[src/rtl/osc_meas_pkg.sv]
// +--------------------------------------------------------------------------+
// | osc_meas_pkg : shared types/constants for the RO-PUF measurement path    |
// | rev 1.0                                                                  |
// +--------------------------------------------------------------------------+
`default_nettype none

package osc_meas_pkg;

  typedef enum logic [2:0] {
    IDLE  = 3'd0,
    SEL   = 3'd1,
    RUN   = 3'd2,
    STOP  = 3'd3,
    LATCH = 3'd4,
    CMP   = 3'd5,
    DONE  = 3'd6
  } state_t;

  localparam int C_SETTLE_DEF = 4;
  localparam int C_SYNC_DEF   = 3;

  function automatic int sel_w(input int n_osc);
    return (n_osc > 1) ? $clog2(n_osc) : 1;
  endfunction

endpackage

`default_nettype wire

[src/rtl/osc_win_timer.sv]
// +--------------------------------------------------------------------------+
// | osc_win_timer : loadable down-counter timing every measurement phase     |
// | rev 1.0                                                                  |
// +--------------------------------------------------------------------------+
`default_nettype none

module osc_win_timer #(
  parameter int C_WIN_W = 16
) (
  input  logic               I_clk,
  input  logic               I_rst,
  input  logic               I_load,
  input  logic [C_WIN_W-1:0] I_len,
  output logic               O_expire
);

  logic [C_WIN_W-1:0] r_cnt;

  // Loading N gives N cycles in the new phase; expire marks the last of them.
  always_ff @(posedge I_clk or negedge I_rst) begin
    if (!I_rst) begin
      r_cnt <= '0;
    end else if (I_load) begin
      r_cnt <= (I_len == '0) ? '0 : I_len - C_WIN_W'(1);
    end else if (r_cnt != '0) begin
      r_cnt <= r_cnt - C_WIN_W'(1);
    end
  end

  assign O_expire = (r_cnt == '0);

endmodule

`default_nettype wire

[src/rtl/osc_meas_ctrl.sv]
// +--------------------------------------------------------------------------+
// | osc_meas_ctrl : RO-PUF pair sequencer (select/run/stop/latch/compare)    |
// | rev 1.0                                                                  |
// +--------------------------------------------------------------------------+
`default_nettype none

module osc_meas_ctrl
  import osc_meas_pkg::*;
#(
  parameter int  N_OSC    = 16,
  parameter int  N_PAIRS  = 8,
  parameter int  C_DWIDTH = 24,
  parameter int  C_WIN_W  = 16,
  parameter int  C_SETTLE = C_SETTLE_DEF,
  parameter int  C_SYNC   = C_SYNC_DEF,
  localparam int SEL_W    = sel_w(N_OSC)
) (
  input  logic                       I_clk,
  input  logic                       I_rst,
  input  logic                       I_start,
  input  logic [N_PAIRS*2*SEL_W-1:0] I_chal,
  input  logic [C_WIN_W-1:0]         I_win_len,
  input  logic [C_DWIDTH-1:0]        I_cnt_a,
  input  logic [C_DWIDTH-1:0]        I_cnt_b,
  output logic [SEL_W-1:0]           O_sel_a,
  output logic [SEL_W-1:0]           O_sel_b,
  output logic [N_OSC-1:0]           O_osc_en,
  output logic                       O_cnt_rst_n,
  output logic                       O_busy,
  output logic                       O_valid,
  output logic [N_PAIRS-1:0]         O_resp,
  output logic [N_PAIRS-1:0]         O_tie
);

  localparam int                 CH_W         = N_PAIRS * 2 * SEL_W;
  localparam int                 K_W          = (N_PAIRS > 1) ? $clog2(N_PAIRS) : 1;
  localparam logic [K_W-1:0]     C_K_LAST     = K_W'(N_PAIRS - 1);
  localparam logic [C_WIN_W-1:0] C_SETTLE_LEN = C_WIN_W'(C_SETTLE);
  localparam logic [C_WIN_W-1:0] C_SYNC_LEN   = C_WIN_W'(C_SYNC);

  state_t               r_state;
  logic [CH_W-1:0]      r_chal;
  logic [C_WIN_W-1:0]   r_win;
  logic [K_W-1:0]       r_k;
  logic [N_PAIRS-1:0]   r_resp_sh;
  logic [N_PAIRS-1:0]   r_tie_sh;

  logic                 w_expire;
  logic                 w_load;
  logic [C_WIN_W-1:0]   w_len;
  logic                 w_last;
  logic                 w_gt;
  logic                 w_eq;
  logic [CH_W-1:0]      w_chal_nxt;
  logic [N_OSC-1:0]     w_en;
  logic [N_PAIRS:0]     w_resp_cat;
  logic [N_PAIRS:0]     w_tie_cat;
  logic [N_PAIRS-1:0]   w_resp_nxt;
  logic [N_PAIRS-1:0]   w_tie_nxt;

  assign w_last     = (r_k == C_K_LAST);
  assign w_gt       = (I_cnt_a > I_cnt_b);
  assign w_eq       = (I_cnt_a == I_cnt_b);
  // The active pair always sits in the low bits of r_chal.
  assign w_chal_nxt = r_chal >> (2 * SEL_W);
  // Equal selects collapse to a single enable bit, which is the wanted behaviour.
  assign w_en       = (N_OSC'(1) << O_sel_a) | (N_OSC'(1) << O_sel_b);
  // Results shift in from the top so pair k ends up in bit k after the last pair.
  assign w_resp_cat = {w_gt, r_resp_sh};
  assign w_tie_cat  = {w_eq, r_tie_sh};
  assign w_resp_nxt = w_resp_cat[N_PAIRS:1];
  assign w_tie_nxt  = w_tie_cat[N_PAIRS:1];

  always_comb begin
    w_load = 1'b0;
    w_len  = C_SETTLE_LEN;
    case (r_state)
      IDLE:    w_load = I_start;
      SEL: begin
        w_load = w_expire;
        w_len  = r_win;
      end
      RUN:     w_load = w_expire;
      STOP: begin
        w_load = w_expire;
        w_len  = C_SYNC_LEN;
      end
      CMP:     w_load = !w_last;
      default: w_load = 1'b0;
    endcase
  end

  osc_win_timer #(
    .C_WIN_W (C_WIN_W)
  ) u_timer (
    .I_clk    (I_clk),
    .I_rst    (I_rst),
    .I_load   (w_load),
    .I_len    (w_len),
    .O_expire (w_expire)
  );

  always_ff @(posedge I_clk or negedge I_rst) begin
    if (!I_rst) begin
      r_state     <= IDLE;
      r_chal      <= '0;
      r_win       <= '0;
      r_k         <= '0;
      r_resp_sh   <= '0;
      r_tie_sh    <= '0;
      O_sel_a     <= '0;
      O_sel_b     <= '0;
      O_osc_en    <= '0;
      O_cnt_rst_n <= 1'b0;
      O_busy      <= 1'b0;
      O_valid     <= 1'b0;
      O_resp      <= '0;
      O_tie       <= '0;
    end else begin
      O_valid <= 1'b0;
      case (r_state)
        IDLE: begin
          if (I_start) begin
            r_chal      <= I_chal;
            r_win       <= (I_win_len == '0) ? C_WIN_W'(1) : I_win_len;
            r_k         <= '0;
            O_busy      <= 1'b1;
            O_sel_a     <= I_chal[SEL_W-1:0];
            O_sel_b     <= I_chal[2*SEL_W-1:SEL_W];
            O_osc_en    <= '0;
            O_cnt_rst_n <= 1'b0;
            r_state     <= SEL;
          end
        end
        SEL: begin
          if (w_expire) begin
            O_cnt_rst_n <= 1'b1;
            O_osc_en    <= w_en;
            r_state     <= RUN;
          end
        end
        RUN: begin
          if (w_expire) begin
            O_osc_en <= '0;
            r_state  <= STOP;
          end
        end
        STOP: begin
          // Falling counter reset makes the counters latch their value and clear.
          if (w_expire) begin
            O_cnt_rst_n <= 1'b0;
            r_state     <= LATCH;
          end
        end
        LATCH: begin
          if (w_expire) begin
            r_state <= CMP;
          end
        end
        CMP: begin
          r_resp_sh <= w_resp_nxt;
          r_tie_sh  <= w_tie_nxt;
          if (w_last) begin
            O_resp  <= w_resp_nxt;
            O_tie   <= w_tie_nxt;
            O_valid <= 1'b1;
            r_state <= DONE;
          end else begin
            r_k     <= r_k + K_W'(1);
            r_chal  <= w_chal_nxt;
            O_sel_a <= w_chal_nxt[SEL_W-1:0];
            O_sel_b <= w_chal_nxt[2*SEL_W-1:SEL_W];
            r_state <= SEL;
          end
        end
        DONE: begin
          O_busy  <= 1'b0;
          r_state <= IDLE;
        end
        default: r_state <= IDLE;
      endcase
    end
  end

endmodule

`default_nettype wire

[config.mk]
export PLATFORM = sky130hd
export DESIGN_NAME = osc_meas_ctrl
export DESIGN_NICKNAME = d
export VERILOG_FILES = /design/src/rtl/osc_meas_pkg.sv /design/src/rtl/osc_win_timer.sv /design/src/rtl/osc_meas_ctrl.sv
export SDC_FILE = /design/constraint.sdc
export NUM_CORES = 1
export LEC_CHECK = 0
export CAP_MARGIN = 15
export CORE_MARGIN = 2
export CORE_UTILIZATION = 40
export CTS_CLUSTER_DIAMETER = 150
export DETAILED_ROUTE_END_ITERATION = 10
export PLACE_DENSITY = 0.66
export SYNTH_ARGS = -nofsm -noshare
export SYNTH_HDL_FRONTEND = slang
export SYNTH_HIERARCHICAL = 1
export SYNTH_SLANG_ARGS = --single-unit
[constraint.sdc]
create_clock -name I_clk -period 6.5 [get_ports I_clk]
set_input_delay 1.3 -clock I_clk [delete_from_list [all_inputs] [get_ports I_clk]]
set_output_delay 1.3 -clock I_clk [all_outputs]
set_load 0.01 [all_outputs]
# Word-level counts from Yosys, hierarchy flattened
# Index checks and enable logic that the tools add are counted.
[totals]
reg_bits = 161
inputBits = 131
out_inout_bits = 43
wordCells = 92
[classes]
n_addsub = 3
n_lt_le_gt_ge = 1
n_eq_ne = 14
shifts = 2
n_mux = 37
bitwise_logic = 1
reduce_logical = 19
[ops]
columns = ["op", "count"]
rows = [
  ["64-bit two-way mux", 2],
  ["64-bit one-hot mux with 2 select lines", 1],
  ["16-bit two-way mux", 7],
  ["16-bit zero test", 3],
  ["16-bit one-hot mux with 3 select lines", 1],
  ["16-bit one-hot mux with 2 select lines", 1],
  ["1-bit by 4-bit left shift with 16-bit output, first input constant", 2],
  ["16-bit by 1-bit subtractor with 16-bit output, second input constant", 2],
  ["24-bit equality test", 1],
  ["24-bit > comparator", 1],
  ["3-bit two-way mux", 8],
  ["3-bit one-hot mux with 6 select lines", 1],
  ["4-bit two-way mux", 4],
  ["16-bit OR", 1],
  ["4-bit one-hot mux with 2 select lines", 2],
  ["16-bit nonzero test", 1],
  ["3-bit equality test, second input constant", 4],
  ["2-bit by 1-bit != test with 1-bit output, second input constant", 4],
  ["4-bit AND reduction", 2],
  ["3-bit by 2-bit equality test with 1-bit output, second input constant", 2],
  ["1-bit two-way mux", 6],
  ["1-bit one-hot mux with 3 select lines", 2],
  ["3-bit one-hot mux with 2 select lines", 1],
  ["2-bit AND reduction", 3],
  ["11 further kinds", 15],
]

# Logic depth before layout (Yosys ltp)
# Gate-level depths: netlist (run 1).
[logic_depth]
depth_word = 5
mapped_depth = 13
mapped_depth_nobuf = 10

# By module
# Netlist (run 1), hierarchy kept.
[by_module_without_submodules]
columns = ["mod", "n_inst", "cells_each", "area_per_inst_um2", "seq_area_each_um2"]
rows = [
  ["osc_meas_ctrl", 1, 692, 6666.4, 3378.2],
  ["osc_win_timer", 1, 133, 1213.7, 400.4],
]

# Least setup slack after synthesis (run 1)
# OpenSTA, ideal clock, no wires.
[synth_timing]
kind = "input-to-reg"
from = "in I_start"
to = "reg u_timer.r_cnt[10]"
t_arrival_ps = 2996
slack_ps = 3368
stages = 9
path_buffers = 4
cell_sequence = "nand2_1 nor3_4 nor2_4 buf_6 buf_2 nand2_1 clkbuf_1 clkbuf_1 o32ai_1"
[synth_via]
elab_chain_len = 2
elab_cells_between_ends = 3
[synth_lines]
columns = ["item", "line", "text"]
rows = [
  ["start, declared", "osc_meas_ctrl.sv:20", "input logic I_start,"],
  ["1-bit one-hot mux with 3 select lines *", "osc_meas_ctrl.sv:77", "case (r_state)"],
  ["net w_load", "osc_meas_ctrl.sv:49", "logic w_load;"],
  ["16-bit two-way mux or 2-bit nonzero test (tied branches)", "--", ""],
  ["end signal, assigned", "osc_win_timer.sv:24", "r_cnt <= (I_len == '0) ? '0 : I_len - C_WIN_W'(1);"],
  ["end signal, assigned", "osc_win_timer.sv:26", "r_cnt <= r_cnt - C_WIN_W'(1);"],
  ["end, declared", "osc_win_timer.sv:17", "logic [C_WIN_W-1:0] r_cnt;"],
]
# Mark *: on every way through the listed nets, which the timed path passes. The rest lies on a longest branch.
# A chain may end at the register's enable or synchronous reset.

# Worst setup path in the final report (run 1)
[layout_timing]
from = "reg r_state[2]"
to = "reg u_timer.r_cnt[2]"
[layout_via]
elab_chain_len = 5
elab_cells_between_ends = 13
[layout_lines]
columns = ["item", "line", "text"]
rows = [
  ["start, declared", "osc_meas_ctrl.sv:41", "state_t r_state;"],
  ["start signal, assigned", "osc_meas_ctrl.sv:105", "r_state <= IDLE;"],
  ["start signal, assigned", "osc_meas_ctrl.sv:132", "r_state <= SEL;"],
  ["start signal, assigned", "osc_meas_ctrl.sv:139", "r_state <= RUN;"],
  ["3-bit by 2-bit equality test with 1-bit output or 3-bit by 1-bit equality test with 1-bit output (tied branches)", "osc_meas_ctrl.sv:77", ""],
  ["16-bit one-hot mux with 2 select lines *", "osc_meas_ctrl.sv:77", ""],
  ["net w_len[4]", "osc_meas_ctrl.sv:50", "logic [C_WIN_W-1:0] w_len;"],
  ["16-bit zero test *", "osc_win_timer.sv:24", ""],
  ["16-bit two-way mux *", "osc_win_timer.sv:24", ""],
  ["16-bit two-way mux *", "osc_win_timer.sv:23", "end else if (I_load) begin"],
]
# Marked as above.

==> flow_metrics.py, run 1 <==
metrics = {
    "yosys": {
        "synth_area_mm2": 0.007880,
        "synth_area_leader_cell": "dfrtp_1",
        "synth_common_cells": "nand2_1 (192), dfrtp_1 (151), o21ai_1 (57)",
        "ys_seq_area_share_pct": 47.95,
        "post_synth_xor_area_fraction_pct": 2.890,
        "synth_compound_area_share_pct": 12.51,
        "synth_flop_cell": "dfrtp_1",
        "avgSynthCellArea_um2": 9.552,
        "yosysWarnings": 6,
        "synth-seq-cells": 151,
        "muxShareOfSynthArea_pct": 9.400,
        "synth_area_leaders": "dfrtp_1 (48%), nand2_1 (9.1%), mux2i_1 (7.1%)",
        "synth_fp_nets": 985,
        "synth_top_area_share_pct": 47.95,
        "synth_top_family_by_area": "simple AND/OR/NAND/NOR gates",
        "yosysMostFrequentCell": "nand2_1",
        "async_flop_share_pct": 100.0,
        "syn-instance-count": 825,
        "yosys.area_share.simple_pct": 17.66,
        "synth_fa_ha_area_share_pct": 4.605,
        "synth_edf_count": 0,
        "synth.distinct_cells": 53,
    },
    "floorplanning": {
        "die_width_um": 144.4,
        "coreArea_mm2": 0.01940,
        "row_count": 51,
        "io_pins": 174,
        "die_area_mm2": 0.02084,
        "die_y_um": 144.4,
        "initial_core_util_pct": 40.62,
    },
    "routing": {
        "drcViolationCount": 0,
        "wl_met2_mm": 8.750,
        "drtPass1Iterations": 5,
        "vias": 6315,
        "wl_met3_mm": 1.174,
        "ant_nets": 0,
        "wl_per_cell_um": 14.91,
        "maxUsedRoutingLayer": "met5",
        "viasPerCell": 5.024,
        "wl_met1_mm": 8.324,
        "drt_wl_total_mm": 18.74,
        "drt_iter0_markers": 350,
    },
    "clocking": {
        "cts_tree": "yes",
        "cts_resized": 0,
        "htree_levels": 4,
        "hold_buffers": 0,
        "cts-root-buf": "clkbuf_16",
        "insertion_delay_ps": 420,
        "cts_setup_buffers": 0,
        "clk_pin_slew_ps": 60,
        "cts_buffer_depth": 2,
        "clock_sinks": 151,
        "cts_buffers": 17,
    },
    "pwr": {
        "p_leak_nw": 4.941,
        "powerDensity_mw_per_mm2": 199.3,
        "irDropWorstVdd_v": 0.0002136,
    },
    "timing": {
        "rsz0062_at_grt": "false",
        "report.final.slew_viol_count": 0,
        "fin_setup_tns_ps": 0,
        "post-route-period-util_pct": 59.29,
        "fmaxAchievable_mhz": 259.5,
        "worstMarginPinSlew_ps": 1127,
        "slew_headroom_pct": 24.56,
        "holdWs_ps": 469.2,
        "finalHoldViolCount": 0,
        "setup_viol": 0,
        "fin_crit_ps": 3854,
        "skew_ps": 7.983,
    },
    "global_route": {
        "grt_usage_pct": 19.01,
        "grt_pass1_vias": 6113,
        "antenna_found_initial": 3,
        "grt_max_degree": 124,
        "grt_pass1_wl_mm": 30.71,
        "overflow": 0,
    },
    "worst_setup_path": {
        "cp_max_fo": 29,
        "required_ps": 6770,
        "crit_family": "simple AND/OR/NAND/NOR gates",
        "start_kind": "flop",
        "crit_chain": "inv_1, nand2_1, nor2_1, buf_4, and2_1, or4b_4, or4_4, o41ai_4, o22a_1, nor2_1",
        "cp_slowest_stage_delay_ps": 850,
        "cp.arrival_ps": 4130,
        "critPathCaptureType": "flop",
        "path_class": "flop to flop",
        "cpMostUsedCell": "nor2_1",
        "cpMaxStageDelayCell": "o41ai_4",
        "crit_buf_inv": 2,
    },
    "placement": {
        "port_buffers": 173,
        "hpwl_mm": 13.75,
        "gp_congestion": 0.8517,
    },
    "status": {
        "status": "finished clean",
    },
    "final_layout": {
        "area_growth_pct": 31.22,
        "nets": 1138,
        "drive_gt1_share_pct": 6.357,
    },
    "hold_path": {
        "hold_path_class": "flop to flop",
    },
    "flow_run": {
        "drv_cap": 0,
    },
}
metal layers:
metal | up-vias | global-route usage [%]
met5 | - | 0
met4 | 4 | 7.409
met3 | 29 | 6.258
met2 | 153 | 29.03
met1 | 2964 | 25.10
li1 | 3165 | -
cell type report:
class / instances / area (µm²)
clock buffers: 25 / 495.5
inverters: 35 / 131.4
fillers: 1821 / 9059
repair buffers: 180 / 1793
multi-input cells: 593 / 3715
diodes: 1 / 2.502
flip-flops and latches: 151 / 3779
clock inverters: 7 / 92.59
well taps: 265 / 331.6
tightest hold or removal path, delay by kind of cell (launching register included):
family | cells | cell delay, ps
AND/OR/NAND/NOR | 2 | 100
flip-flops | 1 | 340
placed cells by master, fill, tap and decap left out, types with 4 or more instances in the layout:
cell type	count
ha_1	29
clkbuf_1	4
nand3_1	4
nand2b_1	11
nor2_1	30
mux2i_1	56
xor2_1	12
nand2_1	192
a32o_1	8
nor3_1	13
dfrtp_1	151
o21ai_0	33
inv_1	34
a21oi_1	20
nor4_1	11
buf_4	6
xnor2_1	14
and2_1	15
o21ai_1	56
clkbuf_8	4
o32ai_1	9
nor3b_1	4
o22ai_1	11
clkdlybuf4s50_1	172
or3_1	5
mux2_2	16
clkbuf_16	17
o22a_1	7
where the power goes:
group,internal (mW),switching [mW]
sequential,0.940,0
clock,0.605,0.372
combinational,0.0895,0.0536
flip-flops by register name (all words and copies together) (netlist names):
register       count
O_busy             1
O_cnt_rst_n        1
r_win             16
O_osc_en          16
r_tie_sh           7
r_resp_sh          7
O_tie              8
r_state            3
O_valid            1
r_chal            58
O_resp             8
u_timer/r_cnt     16
O_sel_b            3
O_sel_a            3
r_k                3
through the flow:
| stage | power, mW | setup WS, ps | instances | area (µm²) | util (%) |
|---|---|---|---|---|---|
| after detailed placement | 1.102 | 2630 | 1223 | 9734 | 50.18 |
| after global routing | 2.141 | 2450 | 1257 | 10340 | 53.30 |
| after CTS | 2.087 | 2683 | 1255 | 10320 | 53.21 |
| after floorplan | 0.9932 | 3368 | 825 | 7880 | - |
| final | 2.060 | 2646 | 1257 | 10340 | 53.30 |
| after global placement | 1.102 | 2700 | 1223 | 9734 | 50.18 |
worst paths after layout:
path	startpoint	endpoint	slack (ps)	cells past startpoint
setup / recovery	r_state[2]$_DFFE_PN0P_	u_timer/r_cnt[2]$_DFFE_PN0P_	2650	10
hold / removal	O_resp[4]$_DFFE_PN0P_	O_resp[4]$_DFFE_PN0P_	470	2
setup reg to reg	r_state[2]$_DFFE_PN0P_	u_timer/r_cnt[2]$_DFFE_PN0P_	2650	10
hold reg to reg	O_resp[4]$_DFFE_PN0P_	O_resp[4]$_DFFE_PN0P_	470	2
max in group asynchronous	I_rst	r_k[2]$_DFFE_PN0P_	4380	2
min in group asynchronous	I_rst	u_timer/r_cnt[12]$_DFFE_PN0P_	1010	1
cell families (layout without fill, tap and decap cells):
group / Yosys count / after routing
AOI/OAI and AO/OA: 160 / 160
xor gates and xnor gates: 26 / 26
adders and majority gates: 29 / 29
buffers and inverters: 81 / 247
DFF: 151 / 151
muxes: 72 / 72
other: 0 / 1
and+or+nand+nor: 306 / 306
Power figures use the tool's default switching activity.
==> run 2: changes to the inputs <==
--- a/config.mk
+++ b/config.mk
@@ -10,7 +10,7 @@
 export CORE_UTILIZATION = 40
 export CTS_CLUSTER_DIAMETER = 150
 export DETAILED_ROUTE_END_ITERATION = 10
-export PLACE_DENSITY = 0.66
+export PLACE_DENSITY = 0.68
 export SYNTH_ARGS = -nofsm -noshare
 export SYNTH_HDL_FRONTEND = slang
 export SYNTH_HIERARCHICAL = 1
==> constraint.sdc (replaced) <==
create_clock -name I_clk -period 3.5 [get_ports I_clk]
set_input_delay 0.7 -clock I_clk [delete_from_list [all_inputs] [get_ports I_clk]]
set_output_delay 0.7 -clock I_clk [all_outputs]
set_load 0.01 [all_outputs]
==> run 2 against run 1 <==
- clock power increased by 81%
- sequential power grew 86%
- die area did not move
- core utilization is 0.40 points higher
- non-clock buffer count up 10
- sequential share of layout area fell by 0.27 points
- total power grew 83%
- setup slack got worse by 2100 ps
- critical path depth fell by 3
- hold slack worse by 170 ps
- critical endpoint is now u_timer/r_cnt[10]$_DFFE_PN0P_
- largest power group unchanged
==> flow_metrics.py, run 2 (synthesis results as in run 1) <==
metrics = {
    "clocking": {
        "cts_buffers": 17,
        "htree_levels": 4,
        "clock_sinks": 151,
        "insertion_delay_ps": 420,
        "clk_pin_slew_ps": 70,
        "cts-root-buf": "clkbuf_16",
        "cts_buffer_depth": 2,
        "cts_tree": "yes",
        "hold_buffers": 0,
    },
    "final_layout": {
        "stdcell_area_mm2": 0.01042,
        "drive_gt1_share_pct": 7.692,
        "final_cells": 1266,
        "layout_commonest_cell": "nand2_1",
        "top_register": "r_chal",
        "multiInputGateArea_mm2": 0.003715,
        "seq_area_mm2": 0.003779,
        "area_growth_pct": 32.20,
        "fillCellCount": 1773,
        "final_cell_mix": "nand2_1 (192), clkdlybuf4s50_1 (172), dfrtp_1 (151)",
        "nets": 1148,
        "num_antenna_cells": 0,
        "largest_reg_flops": 58,
    },
    "pwr": {
        "p_sw_share_pct": 23.11,
        "irDropWorstVdd_v": 0.0003374,
        "p_int_mw": 2.905,
        "p_leak_nw": 4.978,
        "clockPowerShare_pct": 46.8,
        "p_seq_share_pct": 46.2,
        "powerDensity_mw_per_mm2": 362.6,
        "switchingPower_uw": 872.9,
        "combPwrFrac_pct": 7.0,
    },
    "floorplanning": {
        "initial_core_util_pct": 40.62,
        "die_width_um": 144.4,
        "io_pins": 174,
        "die_y_um": 144.4,
        "coreArea_mm2": 0.01940,
        "die_area_mm2": 0.02084,
        "row_count": 51,
    },
    "worst_setup_path": {
        "path_class": "flop to flop",
        "critPathCaptureType": "flop",
        "start_kind": "flop",
        "cp_max_fo": 16,
        "required_ps": 3810,
        "cp.arrival_ps": 3240,
    },
    "placement": {
        "dpl_worst_slack_ps": 207.4,
        "hpwl_mm": 13.76,
        "place_area_mm2": 0.009807,
        "placed_cells": 1231,
        "port_buffers": 173,
        "gp_congestion": 0.8649,
    },
    "global_route": {
        "overflow": 0,
        "grt_usage_pct": 19.15,
        "grt_max_degree": 124,
        "grt_pass1_wl_mm": 31.35,
        "antenna_found_initial": 1,
        "grt_pass1_vias": 6307,
    },
    "routing": {
        "drt_wl_total_mm": 18.91,
        "viasPerCell": 4.973,
        "drcViolationCount": 0,
        "drt_iter0_markers": 322,
        "ant_nets": 0,
        "vias": 6296,
        "wl_per_cell_um": 14.93,
        "drtPass1Iterations": 4,
    },
    "timing": {
        "setup_viol": 0,
        "fin_setup_tns_ps": 0,
        "fmaxAchievable_mhz": 341.3,
        "rsz0062_at_grt": "false",
        "fin_crit_ps": 2930,
        "post-route-period-util_pct": 83.71,
        "report.final.slew_viol_count": 0,
        "slew_headroom_pct": 25.79,
        "worstMarginPinSlew_ps": 1113,
        "skew_ps": 7.861,
        "finalHoldViolCount": 0,
        "worst_slack_ps": 570.3,
    },
    "status": {
        "status": "finished clean",
    },
    "hold_path": {
        "hold_path_class": "input port to async pin",
    },
    "flow_run": {
        "drv_cap": 0,
    },
}
==> run 2: routing by layer <==
layer / vias up / part of all wire, % / wire, µm / GRT usage [%]
met4: 2 / 2.7 / 503 / 7.563
li1: 3173 / - / - / -
met5: - / 0.069 / 13 / 0
met3: 36 / 5.9 / 1116 / 5.927
met2: 157 / 47 / 8803 / 30.13
met1: 2928 / 45 / 8467 / 24.70
==> run 2: repair_timing <==
| item | in CTS | in global routing |
|---|---|---|
| endpoints found under the setup margin | 0 | 6 |
| endpoints found under the hold margin | 0 | 0 |
| setup buffers | 0 | 2 |
| gates resized for setup | 0 | 0 |
==> run 2: area by class of cell <==
class	instances	area share, %
Sequential cell	151	36.27
Multi-Input combinational cell	593	35.66
Timing Repair Buffer	190	18.14
Clock buffer	17	4.084
Tap cell	265	3.183
Clock inverter	15	1.405
Inverter	35	1.261
==> run 2: power by group through the flow <==
stage	Clock (mW)	Sequential [mW]	Combinational, mW
after floorplan	0	1.78	0.0663
after global placement	0	1.78	0.267
after detailed placement	0	1.78	0.271
after CTS	1.80	1.74	0.271
after global routing	1.89	1.74	0.301
final	1.77	1.75	0.266
==> run 2: path summary, 6_finish.rpt <==
| check | startpoint | slack [ps] | depth (start not counted) | to |
|---|---|---|---|---|
| setup / recovery | u_timer/r_cnt[12]$_DFFE_PN0P_ | 570 | 7 | u_timer/r_cnt[10]$_DFFE_PN0P_ |
| hold / removal | I_rst | 300 | 1 | O_busy$_DFFE_PN0P_ |
| setup reg to reg | u_timer/r_cnt[12]$_DFFE_PN0P_ | 570 | 7 | u_timer/r_cnt[10]$_DFFE_PN0P_ |
| hold reg to reg | O_resp[0]$_DFFE_PN0P_ | 470 | 2 | O_resp[0]$_DFFE_PN0P_ |
| max in group asynchronous | I_rst | 2320 | 2 | r_chal[14]$_DFFE_PN0P_ |
| min in group I_clk | O_resp[0]$_DFFE_PN0P_ | 470 | 2 | O_resp[0]$_DFFE_PN0P_ |
==> run 2: stage by stage <==
step | hold WS, ps | power [mW] | utilization, %
floorplan | 404.4 | 1.844 | -
global placement | 457.6 | 2.045 | 50.55
detailed placement | 461.9 | 2.048 | 50.55
CTS | 328.5 | 3.821 | 53.50
global route | 364.8 | 3.930 | 53.70
finish | 297.0 | 3.778 | 53.70
==> run 2: worst max-delay path, cell delays in order (launching register included) <==
cell and delay (ps):
dfrtp_1 400, or4_1 580, nand4b_1 280, inv_1 230, o211ai_1 120, nand2_1 480, nor2_1 360, o32ai_1 360
